File: config.mk
export PLATFORM = sky130hd
export DESIGN_NAME = boot_seq
export DESIGN_NICKNAME = d
export VERILOG_FILES = /design/src/rtl/boot_seq.sv
export SDC_FILE = /design/constraint.sdc
export NUM_CORES = 1
export LEC_CHECK = 0
export ABC_AREA = 1
export BUFFER_PORTS_ARGS = -buffer_cell sky130_fd_sc_hd__buf_2
export CAP_MARGIN = 20
export CORE_ASPECT_RATIO = 0.8
export CORE_UTILIZATION = 50
export DETAILED_ROUTE_END_ITERATION = 8
export GPL_TIMING_DRIVEN = 0
export HOLD_SLACK_MARGIN = 0.06
export PLACE_DENSITY = 0.79
export SLEW_MARGIN = 20
export SYNTH_ARGS = -nofsm -noshare
export SYNTH_HDL_FRONTEND = slang
export SYNTH_SLANG_ARGS = --single-unit
File: constraint.sdc
create_clock -name clk_i -period 2.25 [get_ports clk_i]
set_input_delay 0.45 -clock clk_i [delete_from_list [all_inputs] [get_ports clk_i]]
set_output_delay 0.45 -clock clk_i [all_outputs]
set_load 0.01 [all_outputs]
File: src/rtl/boot_seq.sv
// boot_seq: qualifies a warm-boot request, detaches from USB, then drives SB_WARMBOOT
// with a stable image select before asserting BOOT.
module boot_seq #(
   parameter int CLK_PERIODS_PER_US = 16,
   parameter int QUAL_CYCLES        = 4,
   parameter int DETACH_US          = 10000,
   parameter int SEL_SETUP_CYCLES   = 4
) (
   input  logic       clk_i,
   input  logic       rstn_i,
   input  logic       boot_i,
   input  logic [1:0] image_sel_i,
   output logic       busy_o,
   output logic       usb_detach_o,
   output logic [1:0] warmboot_s_o,
   output logic       warmboot_boot_o
);
   localparam int DT   = DETACH_US * CLK_PERIODS_PER_US;
   localparam int TMAX = DT > SEL_SETUP_CYCLES ? DT : SEL_SETUP_CYCLES;
   localparam int TW   = TMAX > 1 ? $clog2(TMAX) : 1;
   localparam int QW   = $clog2(QUAL_CYCLES + 1);

   typedef enum logic [2:0] {ST_IDLE, ST_QUAL, ST_DETACH, ST_SETUP, ST_BOOT} state_t;

   state_t          state_q, state_d;
   logic [QW-1:0]   qual_cnt_q, qual_cnt_d;
   logic [TW-1:0]   timer_q, timer_d;
   logic [1:0]      sel_q, sel_d, s_q, s_d;
   logic            busy_q, busy_d, detach_q, detach_d, wb_boot_q, wb_boot_d;

   always_comb begin
      state_d    = state_q;
      qual_cnt_d = boot_i ? qual_cnt_q : '0;
      timer_d    = timer_q;
      sel_d      = sel_q;
      case (state_q)
         ST_IDLE, ST_QUAL: begin
            if (boot_i) begin
               qual_cnt_d = qual_cnt_q + QW'(1);
               if (qual_cnt_q == QW'(QUAL_CYCLES - 1)) begin
                  state_d = ST_DETACH;
                  sel_d   = image_sel_i;
                  timer_d = TW'(DT - 1);
               end else begin
                  state_d = ST_QUAL;
               end
            end else begin
               state_d = ST_IDLE;
            end
         end
         ST_DETACH: begin
            if (timer_q == '0) begin
               state_d = ST_SETUP;
               timer_d = TW'(SEL_SETUP_CYCLES - 1);
            end else begin
               timer_d = timer_q - TW'(1);
            end
         end
         ST_SETUP: begin
            if (timer_q == '0) state_d = ST_BOOT;
            else timer_d = timer_q - TW'(1);
         end
         ST_BOOT: state_d = ST_BOOT;
         default: begin
            state_d    = ST_IDLE;
            qual_cnt_d = '0;
            timer_d    = '0;
            sel_d      = '0;
         end
      endcase
      // outputs are decoded from the next state so they register alongside it
      busy_d    = state_d == ST_DETACH || state_d == ST_SETUP || state_d == ST_BOOT;
      detach_d  = busy_d;
      s_d       = (state_d == ST_SETUP || state_d == ST_BOOT) ? sel_d : 2'b00;
      wb_boot_d = state_d == ST_BOOT;
   end

   always_ff @(posedge clk_i or negedge rstn_i) begin
      if (!rstn_i) begin
         state_q    <= ST_IDLE;
         qual_cnt_q <= '0;
         timer_q    <= '0;
         sel_q      <= '0;
         busy_q     <= 1'b0;
         detach_q   <= 1'b0;
         s_q        <= 2'b00;
         wb_boot_q  <= 1'b0;
      end else begin
         state_q    <= state_d;
         qual_cnt_q <= qual_cnt_d;
         timer_q    <= timer_d;
         sel_q      <= sel_d;
         busy_q     <= busy_d;
         detach_q   <= detach_d;
         s_q        <= s_d;
         wb_boot_q  <= wb_boot_d;
      end
   end

   assign busy_o          = busy_q;
   assign usb_detach_o    = detach_q;
   assign warmboot_s_o    = s_q;
   assign warmboot_boot_o = wb_boot_q;
endmodule

=== Word-level counts from Yosys, hierarchy flattened ===
Cells that the tools add are included.

* Output and inout port bits: 5
* Bits in latches: 0
* Input port bits: 5
* ROM bits: 0
* Logic and storage cells: 46
* Bits in registers: 30
* Memories kept: 0
* RAM bits: 0

* Muxes and demuxes: 17
* Bitwise logic cells: 1
* Equality and inequality tests: 11
* Reductions and logical operators: 8
* $lt $le $gt $ge: 0
* $mul: 0
* Shift-type cells: 0
* Divide/modulo/power cells: 0
* Add/sub/neg operators: 2

{| class="wikitable"
|+ Operators by type and width
! cell !! number
|-
| 18-bit two-way mux || 4
|-
| 18-bit case mux with 4 select lines || 1
|-
| 18-bit logical NOT || 1
|-
| 18-bit by 1-bit subtractor with 18-bit output, second input constant || 1
|-
| 3-bit by 2-bit == test with 1-bit output, second input constant || 5
|-
| 3-bit two-way mux || 5
|-
| 3-bit case mux with 4 select lines || 1
|-
| 2-bit two-way mux || 4
|-
| 3-bit == test, second input constant || 2
|-
| 2-bit inequality test, second input constant || 3
|-
| 3-bit case mux with 2 select lines || 1
|-
| 2-bit case mux with 2 select lines || 1
|-
| 4-bit AND reduction || 1
|-
| 3-bit by 1-bit adder with 3-bit output, second input constant || 1
|-
| 3-bit by 1-bit == test with 1-bit output, second input constant || 1
|-
| 3-bit logical NOT || 1
|-
| 1-bit logical OR || 3
|-
| 3-bit OR reduction || 1
|-
| 2-bit OR reduction || 1
|-
| 1-bit NOT || 1
|}

=== Logic depth before layout (Yosys ltp) ===
* Depth after elaboration: 7
* Mapped depth: 11
* Gate-level depth less buffers: 11

=== Least setup slack after synthesis ===
OpenSTA, ideal clock, no wires.

* Path kind: reg2reg
* Start point: reg timer_q[0]
* End point: reg timer_q[16]
* Path slack: 0.686 ns
* Clock period less this slack: 1.564 ns
* Library setup time: 0.065 ns
* Data required time: 2.185 ns
* Path buffers: 0
* Arrival time: 1.499 ns
* Stages on the path, launching flop included: 11
* Cell sequence: dfrtp_1 inv_1 ha_1 nand2_1 nor2_1 nand2_1 nand2_1 nand3_1 o21ai_0 nand2_1 nand2_1

* Longest elaborated chain between the ends: 3
* Elaborated cells on any way between the ends: 7
* Classes of those cells: 1 x add/sub; 1 x eq/ne; 3 x mux; 2 x reduce/logical

{| class="wikitable"
|+ RTL lines
! element !! line !! source
|-
| start: declaration || 27 || <nowiki>logic [TW-1:0] timer_q, timer_d;</nowiki>
|-
| start signal: assignment || 91 || <nowiki>timer_q <= timer_d;</nowiki>
|-
| 18-bit by 1-bit subtractor with 18-bit output or 18-bit logical NOT (tied branches) || n/a ||
|-
| 18-bit two-way mux, or another cell as far along || 60 || <nowiki>if (timer_q == '0) state_d = ST_BOOT;</nowiki>
|-
| 18-bit case mux with 4 select lines or 4-bit AND reduction (tied branches) || n/a ||
|}

Parallel ways exist; a longest one is shown, timed or not. The select of a mux whose other input is x is not followed.
A chain may end at the register's enable or synchronous reset.

=== Worst setup path in the final report ===
* Start point: reg timer_q[0]
* End point: reg timer_q[8]

The elaborated chain is that of the path after synthesis.

==> results.yml <==
status:
  violations: "DRC"
  status: "complete, but fails checks"
clock_network:
  cts_resized: 0
  clock_path_buffers: 2
  clock_latency_ns: 0.29
  cts_tree: "done"
  clock-sinks: 30
  clockRootBuffer: "clkbuf_8"
  clkTransAtPathRegs_ns: 0.07
  cts_setup_buffers: 0
  cts_inserted_buffers: 5
  cts_max_level: 2
  cts_hold_buf: 0
timing:
  max_freq_ghz: 0.517
  drv_slew: 0
  rsz0062_at_grt: "no"
  worst_slack_ns: 0.315
  fin_crit_sh_pct: 86.0
  finalClockSkew_ns: 0.00653
  tightest_slew_ns: 0.649
  period_needed_ns: 1.94
  finalHoldViolCount: 0
  setup_violations: 0
  finalSetupTns_ns: 0
  max_slew_margin_pct: 56.7
  whs_ns: 0.183
synth:
  yosysTopAreaCellShare_pct: 39.5
  synth_top_cell_by_area: "dfrtp_1"
  syn-num-nets: 279
  ys_warn_count: 0
  synth.top_cells.by_area: "dfrtp_1 40%, nand2_1 21%, nand3_1 8.7%, nor2_1 5.9%, inv_1 4.9%"
  synthCells: 270
  syn_avg_cell_area_um2: 7.03
  synth_cell_type_count: 23
  ys_seq_elements: 30
  syn-cell-area_mm2: 0.00190
  seq_area_frac_synth_pct: 39.5
global_route:
  use_met3_pct: 5.30
  top_usage_layer: "met2"
  grt_pass1_vias: 1555
  met1_usage_pct: 34.9
  grt_pass1_wl_um: 7440
  grt_start_max_net_pins: 31
  use_met2_pct: 36.7
  antenna_found_initial: 0
  grt_util_all_layers_pct: 24.4
  gr-total-overflow: 0
routing:
  route.detailed.drc: 4
  drtAntennaViolNets: 0
  avgRoutedWirePerCell_um: 12.8
  drt_iter0_markers: 129
  totalWireLength_um: 4220
  vias_per_cell: 5.28
  firstDrtPassIters: 7
  num_vias: 1736
critical_path:
  critPathCaptureType: "register"
  crit_arrival_ns: 2.17
  required_ns: 2.48
  critPathLaunchType: "register"
  ff2ff_setup_slack_ns: 0.31
  critPathMaxFanout: 5
  crit_type: "reg2reg"
die:
  design.core.area_mm2: 0.00352
  start_util_pct: 54.0
  dieArea_mm2: 0.00405
  io_pins: 10
  rows: 19
  die_h_um: 57.1
  die_w_um: 70.9
place:
  placed_area_mm2: 0.00200
  io_buffers: 9
  dp.cells: 321
  dpl.hpwl_um: 3030
  gp_congestion: 0.910
  pre_cts_slack_ns: 0.391
hold_path:
  hold_path_class: "in2async"
job:
  max-cap-violations: 0
layout:
  final_common_cell: "nand2_1"
  area_delta_synth_final_pct: 10.9
  final_nets: 295
  finish.utilization_pct: 59.9
  layout_common_cells: "104 x nand2_1, 33 x nand3_1, 30 x nor2_1, 30 x dfrtp_1, 25 x inv_1"
  design_area_mm2: 0.00211
  stdcell_count: 329
  fill_cells: 318
  n_antenna_cell: 0
  drive_gt1_share_pct: 11.5
power_and_ir_drop:
  p_comb_share_pct: 1.5
  ir_drop_mv: 0.360
  power_switching_share_pct: 20.4
  p_per_area_mw_per_mm2: 508
  p_clk_share_pct: 48.0
  power_frac_seq_pct: 50.5
  internal_power_uw: 851
  p_leak_nw: 1.19
  p_sw_uw: 218
  power_mw: 1.07
==> power groups by stage <==
stage | Sequential, mW | Combinational [mW] | Clock, mW
after floorplan | 0.550 | 0.00162 | 0
after global placement | 0.549 | 0.0171 | 0
after detailed placement | 0.549 | 0.0175 | 0
after CTS | 0.539 | 0.0176 | 0.529
after global routing | 0.539 | 0.0206 | 0.556
final | 0.540 | 0.0164 | 0.513
==> cell families after synthesis <==
logic type,share of synthesized area [%]
AOI/OAI and AO/OA,7.90
xor gates and xnor gates,4.15
adders and majority gates,2.64
buffers and inverters,7.84
DFF,39.5
and+or+nand+nor,37.9
==> sequential cells by signal, summed over array words and instances, names as in the netlist <==
signal           count
timer_q             18
qual_cnt_q           3
warmboot_s_o         2
state_q              3
usb_detach_o         1
warmboot_boot_o      1
sel_q                2
==> final timing paths <==
path                                           end  cells past startpoint                    start
hold reg to reg            qual_cnt_q[0]$_DFF_PN0_                      1  qual_cnt_q[0]$_DFF_PN0_
setup / recovery            timer_q[8]$_DFFE_PN0P_                      9   timer_q[0]$_DFFE_PN0P_
min in group clk_i              sel_q[0]$_DFF_PN0_                      3           image_sel_i[0]
setup reg to reg            timer_q[8]$_DFFE_PN0P_                      9   timer_q[0]$_DFFE_PN0P_
max in group asynchronous  qual_cnt_q[2]$_DFF_PN0_                      1                   rstn_i
hold / removal             timer_q[15]$_DFFE_PN0P_                      1                   rstn_i
==> metal layers <==
layer | share of wire [%] | vias up
li1 | - | 884
met1 | 50 | 784
met2 | 42 | 60
met3 | 5.7 | 8
met4 | 1.7 | 0
met5 | 0 | -
==> worst max-delay path, cell delays in order, from the launching register on <==
cell and delay (ns):
dfrtp_1 0.40, inv_1 0.15, ha_1 0.26, nand2_1 0.13, nor2_1 0.37, xor2_1 0.26
nand3_1 0.12, nand2_1 0.09, nand2_1 0.04, nand2_1 0.06
==> Yosys cell counts <==
| cell | instances |
|---|---|
| nor2_2 | 1 |
| o21ai_2 | 5 |
| o21ai_4 | 1 |
| nand2_2 | 2 |
| nor2_1 | 30 |
| clkinv_2 | 1 |
| clkbuf_8 | 2 |
| xnor2_1 | 2 |
| a21boi_0 | 2 |
| o21ai_0 | 12 |
| nand3_1 | 33 |
| o31ai_1 | 2 |
| nand4_1 | 1 |
| buf_6 | 1 |
| nor3_1 | 1 |
| nand2_1 | 104 |
| buf_4 | 1 |
| dfrtp_1 | 30 |
| nor2_4 | 2 |
| inv_1 | 25 |
| clkbuf_1 | 1 |
| xor2_1 | 7 |
| ha_1 | 4 |
==> area by class of cell <==
| type | count | area [um^2] | share of cell area (%) |
|---|---|---|---|
| Buffer | 5 | 50.0 | 2.38 |
| Clock buffer | 8 | 110 | 5.23 |
| Inverter | 26 | 98.8 | 4.69 |
| Multi-Input combinational cell | 209 | 1000 | 47.4 |
| Sequential cell | 30 | 751 | 35.6 |
| Tap cell | 42 | 52.6 | 2.49 |
| Timing Repair Buffer | 9 | 45.0 | 2.14 |
Power figures use the tool's default switching activity.
